===== config.mk =====
export PLATFORM = sky130hd
export DESIGN_NAME = i2c_txn_sequencer
export DESIGN_NICKNAME = d
export VERILOG_FILES = /design/src/rtl/i2c_txn_sequencer.sv
export SDC_FILE = /design/constraint.sdc
export NUM_CORES = 1
export LEC_CHECK = 0
export ABC_AREA = 1
export BUFFER_PORTS_ARGS = -buffer_cell sky130_fd_sc_hd__buf_2
export CAP_MARGIN = 25
export CORE_MARGIN = 2
export CORE_UTILIZATION = 56
export DETAILED_ROUTE_END_ITERATION = 10
export PLACE_DENSITY = 0.76
export SETUP_SLACK_MARGIN = 0.4
export SLEW_MARGIN = 5
export SYNTH_ARGS = -nofsm -noshare
export SYNTH_HDL_FRONTEND = slang
export SYNTH_SLANG_ARGS = --single-unit

===== constraint.sdc =====
create_clock -name clk -period 2.3 [get_ports clk]
set_clock_uncertainty 0.2 [all_clocks]
set_input_delay 0.115 -clock clk [delete_from_list [all_inputs] [get_ports clk]]
set_output_delay 0.115 -clock clk [all_outputs]
set_load 0.02 [all_outputs]

===== src/rtl/i2c_txn_sequencer.sv =====
// Register-level I2C transaction sequencer: expands one read/write request into
// START/WRITE/RSTART/READ_NACK/STOP commands for the byte-level core.
module i2c_txn_sequencer #(
    parameter int MAX_RETRY   = 2,
    parameter int TIMEOUT_CYC = 4096,
    parameter int TO_W        = 12
) (
    input  logic       clk,
    input  logic       reset,
    input  logic       req,
    input  logic       req_rw,
    input  logic [6:0] dev_addr,
    input  logic [7:0] reg_addr,
    input  logic [7:0] wr_data,
    output logic       busy,
    output logic       done,
    output logic [7:0] rd_data,
    output logic [1:0] err,
    output logic       cmd_valid,
    input  logic       cmd_ready,
    output logic [2:0] cmd,
    output logic [7:0] cmd_wdata,
    input  logic       rsp_valid,
    input  logic       rsp_nack,
    input  logic [7:0] rsp_rdata
);
    // state   | meaning
    // IDLE    | waiting for req
    // START   | issue START
    // DEVW    | issue WRITE {dev_addr,0}
    // REG     | issue WRITE reg_addr
    // DATA    | issue WRITE wr_data
    // RSTART  | issue repeated START
    // DEVR    | issue WRITE {dev_addr,1}
    // READ    | issue READ_NACK
    // STOP    | issue STOP
    // WAIT    | command accepted, waiting for response or timeout
    // DONE    | one-cycle completion pulse
    typedef enum logic [3:0] {
        S_IDLE, S_START, S_DEVW, S_REG, S_DATA, S_RSTART,
        S_DEVR, S_READ, S_STOP, S_WAIT, S_DONE
    } state_t;

    localparam logic [2:0] CMD_START  = 3'd0;
    localparam logic [2:0] CMD_WRITE  = 3'd1;
    localparam logic [2:0] CMD_READ   = 3'd2;
    localparam logic [2:0] CMD_STOP   = 3'd3;
    localparam logic [2:0] CMD_RSTART = 3'd4;

    // Counter compares against the last count so TO_W bits always suffice.
    localparam logic [TO_W-1:0] TO_LAST   = TO_W'(TIMEOUT_CYC - 1);
    localparam logic [2:0]      RETRY_MAX = 3'(MAX_RETRY);

    state_t          state;
    state_t          cur;
    logic            rw_q;
    logic [6:0]      dev_q;
    logic [7:0]      reg_q;
    logic [7:0]      wd_q;
    logic [2:0]      retry;
    logic [TO_W-1:0] to_cnt;
    logic [1:0]      err_lat;
    logic [2:0]      nxt_cmd;
    logic [7:0]      nxt_wdata;

    always_comb begin
        nxt_cmd   = CMD_START;
        nxt_wdata = 8'h00;
        case (state)
            S_DEVW:   begin nxt_cmd = CMD_WRITE; nxt_wdata = {dev_q, 1'b0}; end
            S_REG:    begin nxt_cmd = CMD_WRITE; nxt_wdata = reg_q; end
            S_DATA:   begin nxt_cmd = CMD_WRITE; nxt_wdata = wd_q; end
            S_RSTART: nxt_cmd = CMD_RSTART;
            S_DEVR:   begin nxt_cmd = CMD_WRITE; nxt_wdata = {dev_q, 1'b1}; end
            S_READ:   nxt_cmd = CMD_READ;
            S_STOP:   nxt_cmd = CMD_STOP;
            default:  nxt_cmd = CMD_START;
        endcase
    end

    always_ff @(posedge clk or negedge reset) begin
        if (!reset) begin
            state     <= S_IDLE;
            cur       <= S_IDLE;
            busy      <= 1'b0;
            done      <= 1'b0;
            rd_data   <= 8'h00;
            err       <= 2'd0;
            cmd_valid <= 1'b0;
            cmd       <= 3'd0;
            cmd_wdata <= 8'h00;
            rw_q      <= 1'b0;
            dev_q     <= 7'h00;
            reg_q     <= 8'h00;
            wd_q      <= 8'h00;
            retry     <= 3'd0;
            to_cnt    <= '0;
            err_lat   <= 2'd0;
        end else begin
            done <= 1'b0;
            case (state)
                S_IDLE: begin
                    if (req) begin
                        rw_q    <= req_rw;
                        dev_q   <= dev_addr;
                        reg_q   <= reg_addr;
                        wd_q    <= wr_data;
                        busy    <= 1'b1;
                        retry   <= 3'd0;
                        err_lat <= 2'd0;
                        state   <= S_START;
                    end
                end
                S_START, S_DEVW, S_REG, S_DATA, S_RSTART, S_DEVR, S_READ, S_STOP: begin
                    if (!cmd_valid) begin
                        cmd_valid <= 1'b1;
                        cmd       <= nxt_cmd;
                        cmd_wdata <= nxt_wdata;
                    end else if (cmd_ready) begin
                        cmd_valid <= 1'b0;
                        to_cnt    <= '0;
                        cur       <= state;
                        state     <= S_WAIT;
                    end
                end
                S_WAIT: begin
                    if (rsp_valid) begin
                        case (cur)
                            S_START:  state <= S_DEVW;
                            S_DEVW: begin
                                if (rsp_nack) begin
                                    err_lat <= 2'd1;
                                    state   <= S_STOP;
                                end else begin
                                    state <= S_REG;
                                end
                            end
                            S_REG: begin
                                if (rsp_nack) begin
                                    err_lat <= 2'd2;
                                    state   <= S_STOP;
                                end else begin
                                    state <= rw_q ? S_RSTART : S_DATA;
                                end
                            end
                            S_DATA: begin
                                if (rsp_nack) err_lat <= 2'd2;
                                state <= S_STOP;
                            end
                            S_RSTART: state <= S_DEVR;
                            S_DEVR: begin
                                if (rsp_nack) begin
                                    err_lat <= 2'd1;
                                    state   <= S_STOP;
                                end else begin
                                    state <= S_READ;
                                end
                            end
                            S_READ: begin
                                rd_data <= rsp_rdata;
                                state   <= S_STOP;
                            end
                            default: begin
                                if (err_lat != 2'd0 && retry < RETRY_MAX) begin
                                    retry   <= retry + 3'd1;
                                    err_lat <= 2'd0;
                                    state   <= S_START;
                                end else begin
                                    err   <= err_lat;
                                    done  <= 1'b1;
                                    busy  <= 1'b0;
                                    state <= S_DONE;
                                end
                            end
                        endcase
                    end else if (to_cnt == TO_LAST) begin
                        // Core presumed hung: no STOP, no retry.
                        err   <= 2'd3;
                        done  <= 1'b1;
                        busy  <= 1'b0;
                        state <= S_DONE;
                    end else begin
                        to_cnt <= to_cnt + 1'b1;
                    end
                end
                S_DONE:  state <= S_IDLE;
                default: state <= S_IDLE;
            endcase
        end
    end
endmodule


; After elaboration in Yosys (flattened, before gate mapping)
; Cells that the tools add are included.
[classes]
addsub = 2
magnitude_cmp = 1
n_eq_ne = 34
mux = 48
n_bitwise = 1
n_reduce_logical = 23
[ops]
columns = op, count
row1 = $mux 12, 4
row2 = $mux 4, 9
row3 = $eq 4x3->1 const B, 8
row4 = $pmux 8 s4, 1
row5 = $pmux 12 s2, 1
row6 = $pmux 4 s6, 1
row7 = $ne 2x2->1 const B, 11
row8 = $mux 2, 9
row9 = $eq 4x2->1 const B, 4
row10 = $ne 3x3->1 const B, 5
row11 = $reduce_and 5->1, 3
row12 = $mux 1, 13
row13 = $add 12x1->12 const B, 1
row14 = $eq 12x12->1 const B, 1
row15 = $mux 3, 4
row16 = $pmux 3 s4, 1
row17 = $pmux 4 s3, 1
row18 = $eq 4x1->1 const B, 2
row19 = $eq 4x4->1 const B, 2
row20 = $reduce_and 4->1, 2
row21 = $reduce_bool 2->1, 4
row22 = $reduce_or 8->1, 1
row23 = $reduce_and 7->1, 1
row24 = $reduce_or 7->1, 1
row25 = 15 further kinds, 19
[totals]
reg_bits = 73
in_bits = 38
out_inout_bits = 24
wordCells = 125

; Logic depth before layout (Yosys ltp)
; Gate-level depths: netlist of run 1.
[depth]
word_depth = 6
ltp_mapped = 10
depth_no_buf = 10

; Least setup slack after synthesis of run 1
; Ideal clock, no wire load.
[synth_path]
kind = reg-to-reg
start = register to_cnt[0]
end = register to_cnt[5]
setup_time_ns = 0.117
t_arrival_ns = 1.414
required_ns = 1.983
path_slack_ns = 0.569
path_stages_with_launch = 11
n_path_buf = 1
period_less_slack_ns = 1.731
cell_sequence = dfrtp_1 > ha_1 > nand3_1 > inv_1 > nand3_1 > nand2_2 > a21oi_4 > inv_2 > buf_6 > nand2_1 > nand2_1
[synth_between]
elab_chain_len = 4
elab_cells_between_ends = 7
classes_between = 1 x add/sub / 2 x eq/ne / 3 x mux / 1 x reduce/logical
[synth_rtl]
columns = item, line
row1 = "start, declared", 61  ; logic [TO_W-1:0] to_cnt;
row2 = "start signal, assigned", 183  ; to_cnt <= to_cnt + 1'b1;
row3 = $add 12x1->12, 183
row4 = $mux 12, 176  ; end else if (to_cnt == TO_LAST) begin
row5 = $mux 12, 127  ; if (rsp_valid) begin
row6 = $pmux 12 s2, 101  ; case (state)
; Several ways; a longest one is shown, not always the timed one. The select of a mux whose other input is x is not followed.
; A chain may end at the register's enable or synchronous reset.

; Worst setup path in the final report of run 1
[layout_path]
start = register state[3]
end = register rd_data[4]
[layout_between]
elab_chain_len = 2
[layout_rtl]
columns = item, line
row1 = "start, declared", 54  ; state_t state;
row2 = "start signal, assigned", 143  ; state <= rw_q ? S_RSTART : S_DATA;
row3 = $eq 4x4->1, 101
row4 = $reduce_and 3->1 (no source line), n/a
row5 = "end signal, assigned", 160  ; rd_data <= rsp_rdata;
row6 = "end, declared", 17  ; output logic [7:0] rd_data,
; Every way passes these cells.

==> impl_metrics.yaml, run 1 <==
run_status:
  status: "finished, final reports clean"
placement:
  placedCellCount: 565
  place_congestion: 0.934
  placed_cell_area_um2: 4070
  dpl.hpwl_mm: 5.55
  port-buffer-count: 61
pwr:
  p_sw_frac: 0.413
  combPwrFrac: 0.432
  p_leak_nw: 2.45
  internal_power_w: 0.00305
  p_switching_w: 0.00214
  clkPwrFrac: 0.192
  pwr-share-seq: 0.376
  p_per_area_nw_per_um2: 1110
  ir_worst_vdd_mv: 0.645
logic_synthesis:
  synthCells: 429
  ys_ff_latch: 73
  yosysSeqAreaShare: 0.496
  synth.area.top_cells: "dfrtp_1 (50%), nand2_1 (14%), mux2_2 (8.6%), nand3_1 (4.5%), nor2_1 (4.5%)"
  ys_types: 33
  yosysTopAreaCell: "dfrtp_1"
  synth_ff_type: "dfrtp_1"
  ys_warn_count: 0
  yosysMostFrequentCell: "nand2_1"
  synth_commonest_cells: "nand2_1 (140), dfrtp_1 (73), nor2_1 (44)"
  avgSynthCellArea_um2: 8.58
  synth_enable_flop_cells: 0
  mappedNetlistNets: 469
  async_flop_share: 1.00
  synth.top_cell.area_share: 0.496
  synth_area_um2: 3680
cts:
  htreeDepth: 3
  cts_buffers: 9
  cts.sinks: 73
  clock_latency_ns: 0.35
  cts_tree: "built"
  cts_buffer_depth: 2
  ctsRootBufferMaster: "clkbuf_8"
  clkTransAtPathRegs_ns: 0.08
floorplan:
  design.die.area_um2: 7240
  die_w_um: 85.1
  start_util: 0.580
  pin_count: 62
  core-area_um2: 6350
  rows: 29
  die-height_um: 85.1
global_routing:
  grt_max_degree: 74
  track_usage: 0.242
  grt-ovfl-total: 0
  grt_pass1_wl_mm: 14.0
  grt_pass1_vias: 3217
  antenna_found_initial: 0
routing:
  ant_nets: 0
  drcViolationCount: 0
  drt_wl_total_mm: 8.34
  first_pass_iters: 4
  vias: 3235
  via_per_inst: 5.22
  wl_per_cell_um: 13.4
  drtIter0Drc: 202
worst_setup_path:
  r2r_start: "state[3]"
  worstSetupPathType: "reg -> reg"
  critPathBufInv: 1
  worstPathMaxFanout: 9
  r2r-end: "rd_data[4]"
  crit_chain: "nand2_1 -> nor2_4 -> buf_4 -> nand4_4 -> mux2_2"
  r2r_slack_ns: 0.47
  cp_data_required_time_ns: 2.33
  slowest_stage: "dfrtp_1"
  reg2regPathDepth: 5
  max_stage_delay_ns: 0.47
  crit_family: "simple AND/OR/NAND/NOR gates"
  critPathArrivalTime_ns: 1.86
  worst_setup_path_start_kind: "register"
  setup.worst_path.end_class: "register"
sta:
  relSlewSlack: 0.744
  setup_viol: 0
  tightest_slew_ns: 0.384
  post-route-min-period_ns: 1.83
  fmax_mhz: 545
  finalMaxSlewViolations: 0
  hold_viol_final: 0
  tns_ns: 0
  rsz0062_at_grt: "false"
  fin_crit_sh: 0.797
layout:
  utilization: 0.739
  fin_cells: 620
  final_nets: 578
  multiInputGateArea_um2: 1680
  drive_above_1_share: 0.271
  nFillCells: 465
  area_growth_pct: 27.5
  fin_area_um2: 4690
  antenna_cells: 0
  final-seq-area_um2: 1830
hold_path:
  min_path_cells: 5
  holdCritPathClass: "in -> reg"
  hold_end: "state[2]"
  hold_start: "rsp_valid"
job:
  drv_cap: 0
[cell families after synthesis]
kind of cell	Yosys count	share of synthesized area
DFF	73	0.496
and+or+nand+nor	236	0.273
xor gates and xnor gates	11	0.0262
muxes	29	0.0883
adders and majority gates	2	0.00679
buffers and inverters	45	0.0581
AOI/OAI and AO/OA	33	0.0517
[power by group through the flow]
stage / Sequential, W / Combinational (W) / Clock [W]
floorplan: 0.00204 / 0.00150 / 0
global placement: 0.00194 / 0.00198 / 0
detailed placement: 0.00196 / 0.00203 / 0
CTS: 0.00194 / 0.00216 / 0.00102
global route: 0.00200 / 0.00250 / 0.00107
finish: 0.00195 / 0.00224 / 0.000996
[state kept, by name (all words and copies together) (netlist names)]
register,cells
busy,1
cmd,3
cmd_valid,1
cmd_wdata,8
cur,4
dev_q,7
done,1
err,2
err_lat,2
rd_data,8
reg_q,8
retry,3
rw_q,1
state,4
to_cnt,12
wd_q,8
[worst min-delay path, delay by kind of cell]
kind / cells / cell delay [ns]
AOI/OAI and AO/OA: 1 / 0.06
buffers and inverters: 2 / 0.27
and+or+nand+nor: 2 / 0.11
[area by class of cell]
class,instances,share of cell area
tap,77,0.0205
sequential,73,0.389
multi-input combinational,311,0.359
timing repair buffer,107,0.160
clock buffer,9,0.0264
inverter,36,0.0299
clock inverter,7,0.0149
[per-stage QoR]
stage          hold WS, ns  worst slack [ns]  total power [W]
2_1_floorplan       -0.381             0.569          0.00354
3_3_place_gp       -0.0274             0.373          0.00392
3_5_place_dp       -0.0265             0.273          0.00399
4_1_cts             0.0176             0.398          0.00511
5_1_grt             0.0920             0.361          0.00557
6_report            0.0374             0.466          0.00519
[worst max path at each step]
| stage | start | endpoint | slack [ns] | cells after the start |
|---|---|---|---|---|
| 3_3_place_gp | to_cnt[0] | to_cnt[6] | 0.37 | 9 |
| 6_report | state[3] | rd_data[4] | 0.47 | 5 |
| 3_5_place_dp | to_cnt[0] | to_cnt[2] | 0.27 | 9 |
| 4_1_cts | to_cnt[0] | to_cnt[7] | 0.40 | 9 |
| 2_1_floorplan | to_cnt[0] | to_cnt[5] | 0.57 | 10 |
| 5_1_grt | state[1] | retry[1] | 0.36 | 9 |
[cell usage in the layout, fill, tap and decap left out, types with 10 or more instances in the layout]
master / Yosys / routed
buf_2: 4 / 61
buf_4: 0 / 10
dfrtp_1: 73 / 72
dlygate4sd3_1: 0 / 34
inv_1: 32 / 31
mux2_2: 28 / 28
nand2_1: 140 / 139
nand3_1: 33 / 29
nor2_1: 44 / 41
o21ai_0: 11 / 11
[timing repair]
item | CTS | global route
hold buffers | 34 | 0
setup endpoints to repair | 22 | 54
setup buffers | 2 | 3
resized for setup | 1 | 14
hold endpoints to repair | 106 | 0
pin swaps | 1 | 2
[routing by layer]
metal | global-route usage | wire (µm) | part of all wire
met5 | 0 | 0 | 0
met3 | 0.0486 | 454 | 0.054
met1 | 0.293 | 3590 | 0.43
met2 | 0.421 | 4210 | 0.51
met4 | 0.0981 | 85 | 0.010
Power figures use the tool's default switching activity.
==> run 2, diff against run 1 <==
CORE_UTILIZATION = 51   (was 56)
PLACE_DENSITY = 0.73   (was 0.76)
clock period = 1.6 ns   (was 2.3 ns; I/O delays follow)
==> run 2 against run 1 <==
The flow now finishes with violations (negative setup slack). Fmax rose by 2.3%. Via count rose by 14%. Sequential power rose by 46%. Clock power rose by 81%. Critical path type unchanged. Critical endpoint is now cmd_wdata[2]. Largest cell class is now multi-input gates. Largest power group unchanged.
==> impl_metrics.yaml, run 2 (synthesis results as in run 1) <==
run_status:
  status: "finished with violations"
  violations: "negative setup slack"
sta:
  setup_viol: 67
  fmax_mhz: 558
  fin_crit_sh: 1.12
  tightest_slew_ns: 0.393
  post-route-min-period_ns: 1.79
  timing.final.ws_setup_ns: -0.192
  rsz0062_at_grt: "true"
  hold_viol_final: 0
  hold_ws_ns: 0.0432
  relSlewSlack: 0.738
  finalMaxSlewViolations: 0
routing:
  ant_nets: 0
  first_pass_iters: 5
  drt_wl_total_mm: 11.2
  drcViolationCount: 0
  vias: 3689
  via_per_inst: 5.25
  drtIter0Drc: 168
  wl_per_cell_um: 15.9
worst_setup_path:
  worst_setup_path_start_kind: "register"
  cp_data_required_time_ns: 1.71
  setup.worst_path.end_class: "register"
  worstSetupPathType: "reg -> reg"
  worstPathMaxFanout: 5
  max_stage_delay_ns: 0.45
  slowest_stage: "dfrtp_2"
  critPathBufInv: 1
  crit_family: "simple AND/OR/NAND/NOR gates"
  critPathArrivalTime_ns: 1.90
  crit_chain: "nor2_4 -> nand2_2 -> nand2_4 -> nand2_8 -> nor2_4 -> buf_4 -> nand2_1 -> nand2_1"
cts:
  cts.sinks: 73
  cts_tree: "built"
  cts_buffer_depth: 2
  htreeDepth: 3
  clkTransAtPathRegs_ns: 0.09
  ctsRootBufferMaster: "clkbuf_8"
  cts_buffers: 9
  clock_latency_ns: 0.36
placement:
  placedCellCount: 628
  placed_cell_area_um2: 4530
  port-buffer-count: 61
  place_congestion: 0.898
  dpl.hpwl_mm: 6.06
pwr:
  finalPower_w: 0.00999
  ir_worst_vdd_mv: 1.23
  p_per_area_nw_per_um2: 1750
  p_leak_nw: 2.88
layout:
  final_nets: 642
  area_growth_pct: 54.9
  top_register: "to_cnt"
  final_common_cell: "nand2_1"
  layout_common_cells: "nand2_1 (123), dfrtp_1 (70), buf_4 (60), buf_2 (41), nor2_1 (38)"
  antenna_cells: 0
  largest_reg_flops: 12
  utilization: 0.826
  fin_area_um2: 5700
  drive_above_1_share: 0.414
  fin_cells: 703
floorplan:
  rows: 30
  die_w_um: 89.0
  core-area_um2: 6910
  design.die.area_um2: 7920
  pin_count: 62
  start_util: 0.533
  die-height_um: 89.0
global_routing:
  grt_max_degree: 74
  grt_pass1_vias: 3538
  antenna_found_initial: 0
  track_usage: 0.256
  grt_pass1_wl_mm: 15.5
  grt-ovfl-total: 0
job:
  drv_cap: 0
hold_path:
  holdCritPathClass: "in -> reg"
run 2: path summary, 6_finish.rpt:
check,startpoint,end,slack (ns),cells after the start
min in group asynchronous,reset,to_cnt[8],0.06,3
min reg2reg,rd_data[5],rd_data[5],0.30,1
max reg2reg,state[1],cmd_wdata[2],-0.19,8
max in group asynchronous,reset,state[0],0.80,3
min,req,retry[0],0.04,4
max,state[1],cmd_wdata[2],-0.19,8
run 2: tightest hold or removal path: stages:
cell,delay (ns)
buf_2,0.10
or2_4,0.17
nand3_2,0.10
o21ai_2,0.11
run 2: power by group:
| group | leakage, nW | switching [W] | total (W) | internal (W) |
|---|---|---|---|---|
| Combinational | 1.82 | 0.00289 | 0.00534 | 0.00245 |
| Sequential | 0.939 | 0.000425 | 0.00285 | 0.00243 |
| Clock | 0.115 | 0.000762 | 0.00180 | 0.00103 |
| Total | 2.88 | 0.00408 | 0.00999 | 0.00591 |
run 2: area by class of cell:
cell class              instances  area [µm²]
flip-flops and latches         73        1830
inverters                      36         148
well taps                      96         120
clock inverters                 7         119
repair buffers                170        1440
multi-input cells             311        1910
clock buffers                   9         124
repair inverters                1        6.26
fillers                       404        1200
run 2: stage by stage:
stage	setup TNS (ns)	setup slack [ns]
floorplan	-0.149	-0.0165
global placement	-1.51	-0.0847
detailed placement	-2.52	-0.121
CTS	-2.02	-0.0882
global route	-10.29	-0.239
finish	-6.93	-0.192
run 2: per-layer routing:
metal / vias up / part of all wire / GRT usage / routed length, µm
met1: 1755 / 0.38 / 0.290 / 4220
met2: 170 / 0.53 / 0.451 / 5930
met5: - / 0 / 0 / 0
met3: 40 / 0.058 / 0.0766 / 648
met4: 0 / 0.032 / 0.103 / 360
li1: 1724 / - / - / -
run 2: repair_timing:
item                                    CTS  global route
resized for setup                        44            70
endpoints found under the setup margin   74            95
buffers inserted                         10            14
gates cloned                              1             0
endpoints found under the hold margin   109             0
hold buffers                             34             0
pin swaps                                10            19
==> run 3, diff against run 2 <==
ABC_AREA = 0   (was 1)
CELL_PAD_IN_SITES_DETAIL_PLACEMENT = 1   (was default)
CELL_PAD_IN_SITES_GLOBAL_PLACEMENT = 1   (was default)
CORE_UTILIZATION = 40   (was 51)
SLEW_MARGIN = default   (was 5)
==> run 3 against run 2 <==
The flow finishes with violations (negative hold slack, negative setup slack). Fmax decreased by 18%. Cell area increased by 8.6%. Highest routed layer unchanged. First-iteration DRC count increased by 10%. Via count increased by 5.1%. Largest power group unchanged. Clock power decreased by 3%. Final cell count decreased by 6.3%. Global-route usage increased by 2.6 points. Sequential power decreased by 3%. Critical endpoint is now cmd_wdata[0]. Register-to-register slack got worse by 0.39 ns. Wire length increased by 46%.
==> impl_metrics.yaml, run 3 <==
layout:
  antenna_cells: 0
  final_nets: 583
  fin_cells: 659
  drive_above_1_share: 0.533
  area_growth_pct: 68.0
  top_register: "to_cnt"
  final_common_cell: "buf_4"
  nFillCells: 939
  layout_common_cells: "buf_4 (86), dfrtp_1 (73), buf_2 (41), buf_6 (41), dlygate4sd3_1 (34)"
  largest_reg_flops: 12
routing:
  via_per_inst: 5.88
  wl_per_cell_um: 24.7
  drt_wl_total_mm: 16.3
  ant_nets: 0
  vias: 3878
  drcViolationCount: 0
  drtIter0Drc: 185
  first_pass_iters: 4
logic_synthesis:
  ys_types: 54
  avgSynthCellArea_um2: 10.7
  synth.area.top_cells: "dfrtp_1 (50%), mux2_2 (8.2%), nand2_1 (3.5%), mux2_4 (3.3%), o21ai_0 (2.7%)"
  synth_ff_type: "dfrtp_1"
  synth_area_um2: 3690
  synthCells: 346
  ys_warn_count: 0
  yosysTopAreaCell: "dfrtp_1"
  yosysMostFrequentCell: "dfrtp_1"
  synth_commonest_cells: "dfrtp_1 (73), nand2_1 (34), mux2_2 (27)"
  mappedNetlistNets: 386
  async_flop_share: 1.00
  yosysSeqAreaShare: 0.495
  synth.top_cell.area_share: 0.495
  ys_ff_latch: 73
  synth_enable_flop_cells: 0
worst_setup_path:
  startpoint: "state[0]"
  crit_family: "compound AO/OA/AOI/OAI gates"
  cpMostUsedCell: "buf_4"
  worstPathMaxFanout: 12
  worst_setup_path_start_kind: "register"
  reg2regPathDepth: 6
  r2r_start: "state[0]"
  r2r_slack_ns: -0.58
  critPathBufInv: 2
  r2r-end: "cmd_wdata[0]"
  setup.worst_path.end_class: "register"
  worstSetupPathType: "reg -> reg"
  critPathArrivalTime_ns: 2.28
  slowest_stage: "dfrtp_1"
  max_stage_delay_ns: 0.44
  cp_data_required_time_ns: 1.71
  crit_chain: "buf_4 -> buf_4 -> nor2b_1 -> o21ai_0 -> a21oi_1 -> a21o_1"
sta:
  finalMaxSlewViolations: 0
  fmax_mhz: 459
  fin_crit_sh: 1.36
  post-route-min-period_ns: 2.18
  rsz0062_at_grt: "true"
  setup_viol: 71
  hold_ws_ns: -0.0210
  tightest_slew_ns: 0.502
  relSlewSlack: 0.665
  timing.final.ws_setup_ns: -0.579
  hold_viol_final: 1
pwr:
  p_leak_nw: 2.84
  p_per_area_nw_per_um2: 1470
  ir_worst_vdd_mv: 0.799
job:
  drv_cap: 0
global_routing:
  grt_pass1_wl_mm: 21.7
  track_usage: 0.282
  grt_pass1_vias: 4068
  grt_max_degree: 74
  antenna_found_initial: 0
  grt-ovfl-total: 0
floorplan:
  design.die.area_um2: 10000
  die_w_um: 100
  start_util: 0.405
  die-height_um: 100
  rows: 35
  pin_count: 62
  core-area_um2: 9110
cts:
  clock_latency_ns: 0.37
  cts_buffers: 9
  htreeDepth: 3
  cts_tree: "built"
  clkTransAtPathRegs_ns: 0.09
  ctsRootBufferMaster: "clkbuf_8"
  cts_buffer_depth: 2
  cts.sinks: 73
placement:
  port-buffer-count: 61
  pre_cts_ws_ns: -0.502
  placedCellCount: 574
  dpl.hpwl_mm: 7.96
  place_congestion: 0.877
hold_path:
  hold_start: "cmd_ready"
  hold_end: "cur[3]"
  holdCritPathClass: "in -> reg"
  min_path_cells: 5
run_status:
  violations: "negative hold slack, negative setup slack"
  status: "finished with violations"
[run 3: changes by cell type after synthesis, sizes merged, moves of 6 or more]
| cell | before | now |
|---|---|---|
| clkbuf | 0 | 17 |
| mux2 | 28 | 35 |
| nand3 | 35 | 13 |
| inv | 36 | 4 |
| nand2 | 147 | 35 |
| a22oi | 0 | 8 |
| a2bb2oi | 0 | 8 |
| xor2 | 9 | 0 |
| o31ai | 1 | 7 |
| nor2 | 47 | 12 |
| nor2b | 0 | 12 |
[run 3: worst min-delay path, delay by kind of cell]
kind            cells  cell delay [ns]
buf+inv             2             0.22
compound gates      2             0.12
simple gates        1             0.07
[run 3: power breakdown]
group / switching [W] / leakage (nW) / internal, W / total, W
Combinational: 0.00238 / 1.78 / 0.00225 / 0.00463
Clock: 0.000850 / 0.116 / 0.000899 / 0.00175
Sequential: 0.000409 / 0.948 / 0.00235 / 0.00276
Total: 0.00364 / 2.84 / 0.00549 / 0.00914
[run 3: cell type report]
cell class                      instances  area [µm²]  area share
Multi-Input combinational cell        246        2200       0.355
Sequential cell                        73        1830       0.295
Timing Repair Buffer                  209        1790       0.289
Tap cell                              111         139      0.0224
Clock buffer                            9         124      0.0200
Clock inverter                          7         103      0.0166
Inverter                                4        15.0     0.00242
[run 3: worst max-delay path by stage]
stage	endpoint	slack, ns	depth (start not counted)
3_3_place_gp	rd_data[2]	-0.45	5
2_1_floorplan	state[1]	-0.43	6
3_5_place_dp	rd_data[6]	-0.50	5
5_1_grt	cmd_wdata[4]	-0.57	7
6_report	cmd_wdata[0]	-0.58	6
4_1_cts	rd_data[6]	-0.45	5
[run 3: metal layers]
layer / share of wire / vias up / GRT usage
li1: - / 1688 / -
met1: 0.38 / 1981 / 0.351
met2: 0.52 / 157 / 0.491
met3: 0.056 / 52 / 0.0460
met4: 0.035 / 0 / 0.112
met5: 0 / - / 0
[run 3: what timing repair did]
item | in CTS | in global routing
pin swaps | 16 | 14
setup endpoints to repair | 90 | 96
endpoints found under the hold margin | 107 | 0
buffers inserted | 20 | 12
gates resized for setup | 74 | 76
hold buffers | 34 | 0
cloned | 3 | 0
[run 3: kinds of logic after synthesis]
| family | synth area share |
|---|---|
| and+or+nand+nor | 0.171 |
| AOI/OAI and AO/OA | 0.161 |
| DFF | 0.495 |
| muxes | 0.131 |
| buffers and inverters | 0.0343 |
| adders and majority gates | 0.00678 |
[run 3: through the flow]
stage               TNS (ns)   util  power (W)  hold WS, ns  area, µm²
floorplan              -9.81      -    0.00474       -0.416       3890
global placement      -23.79  0.520    0.00582      -0.0593       4740
detailed placement    -28.48  0.520    0.00599      -0.0594       4740
CTS                   -25.40  0.637    0.00831      -0.0189       5800
global route          -33.14  0.680    0.00948      -0.0169       6200
finish                -31.24  0.680    0.00914      -0.0210       6200
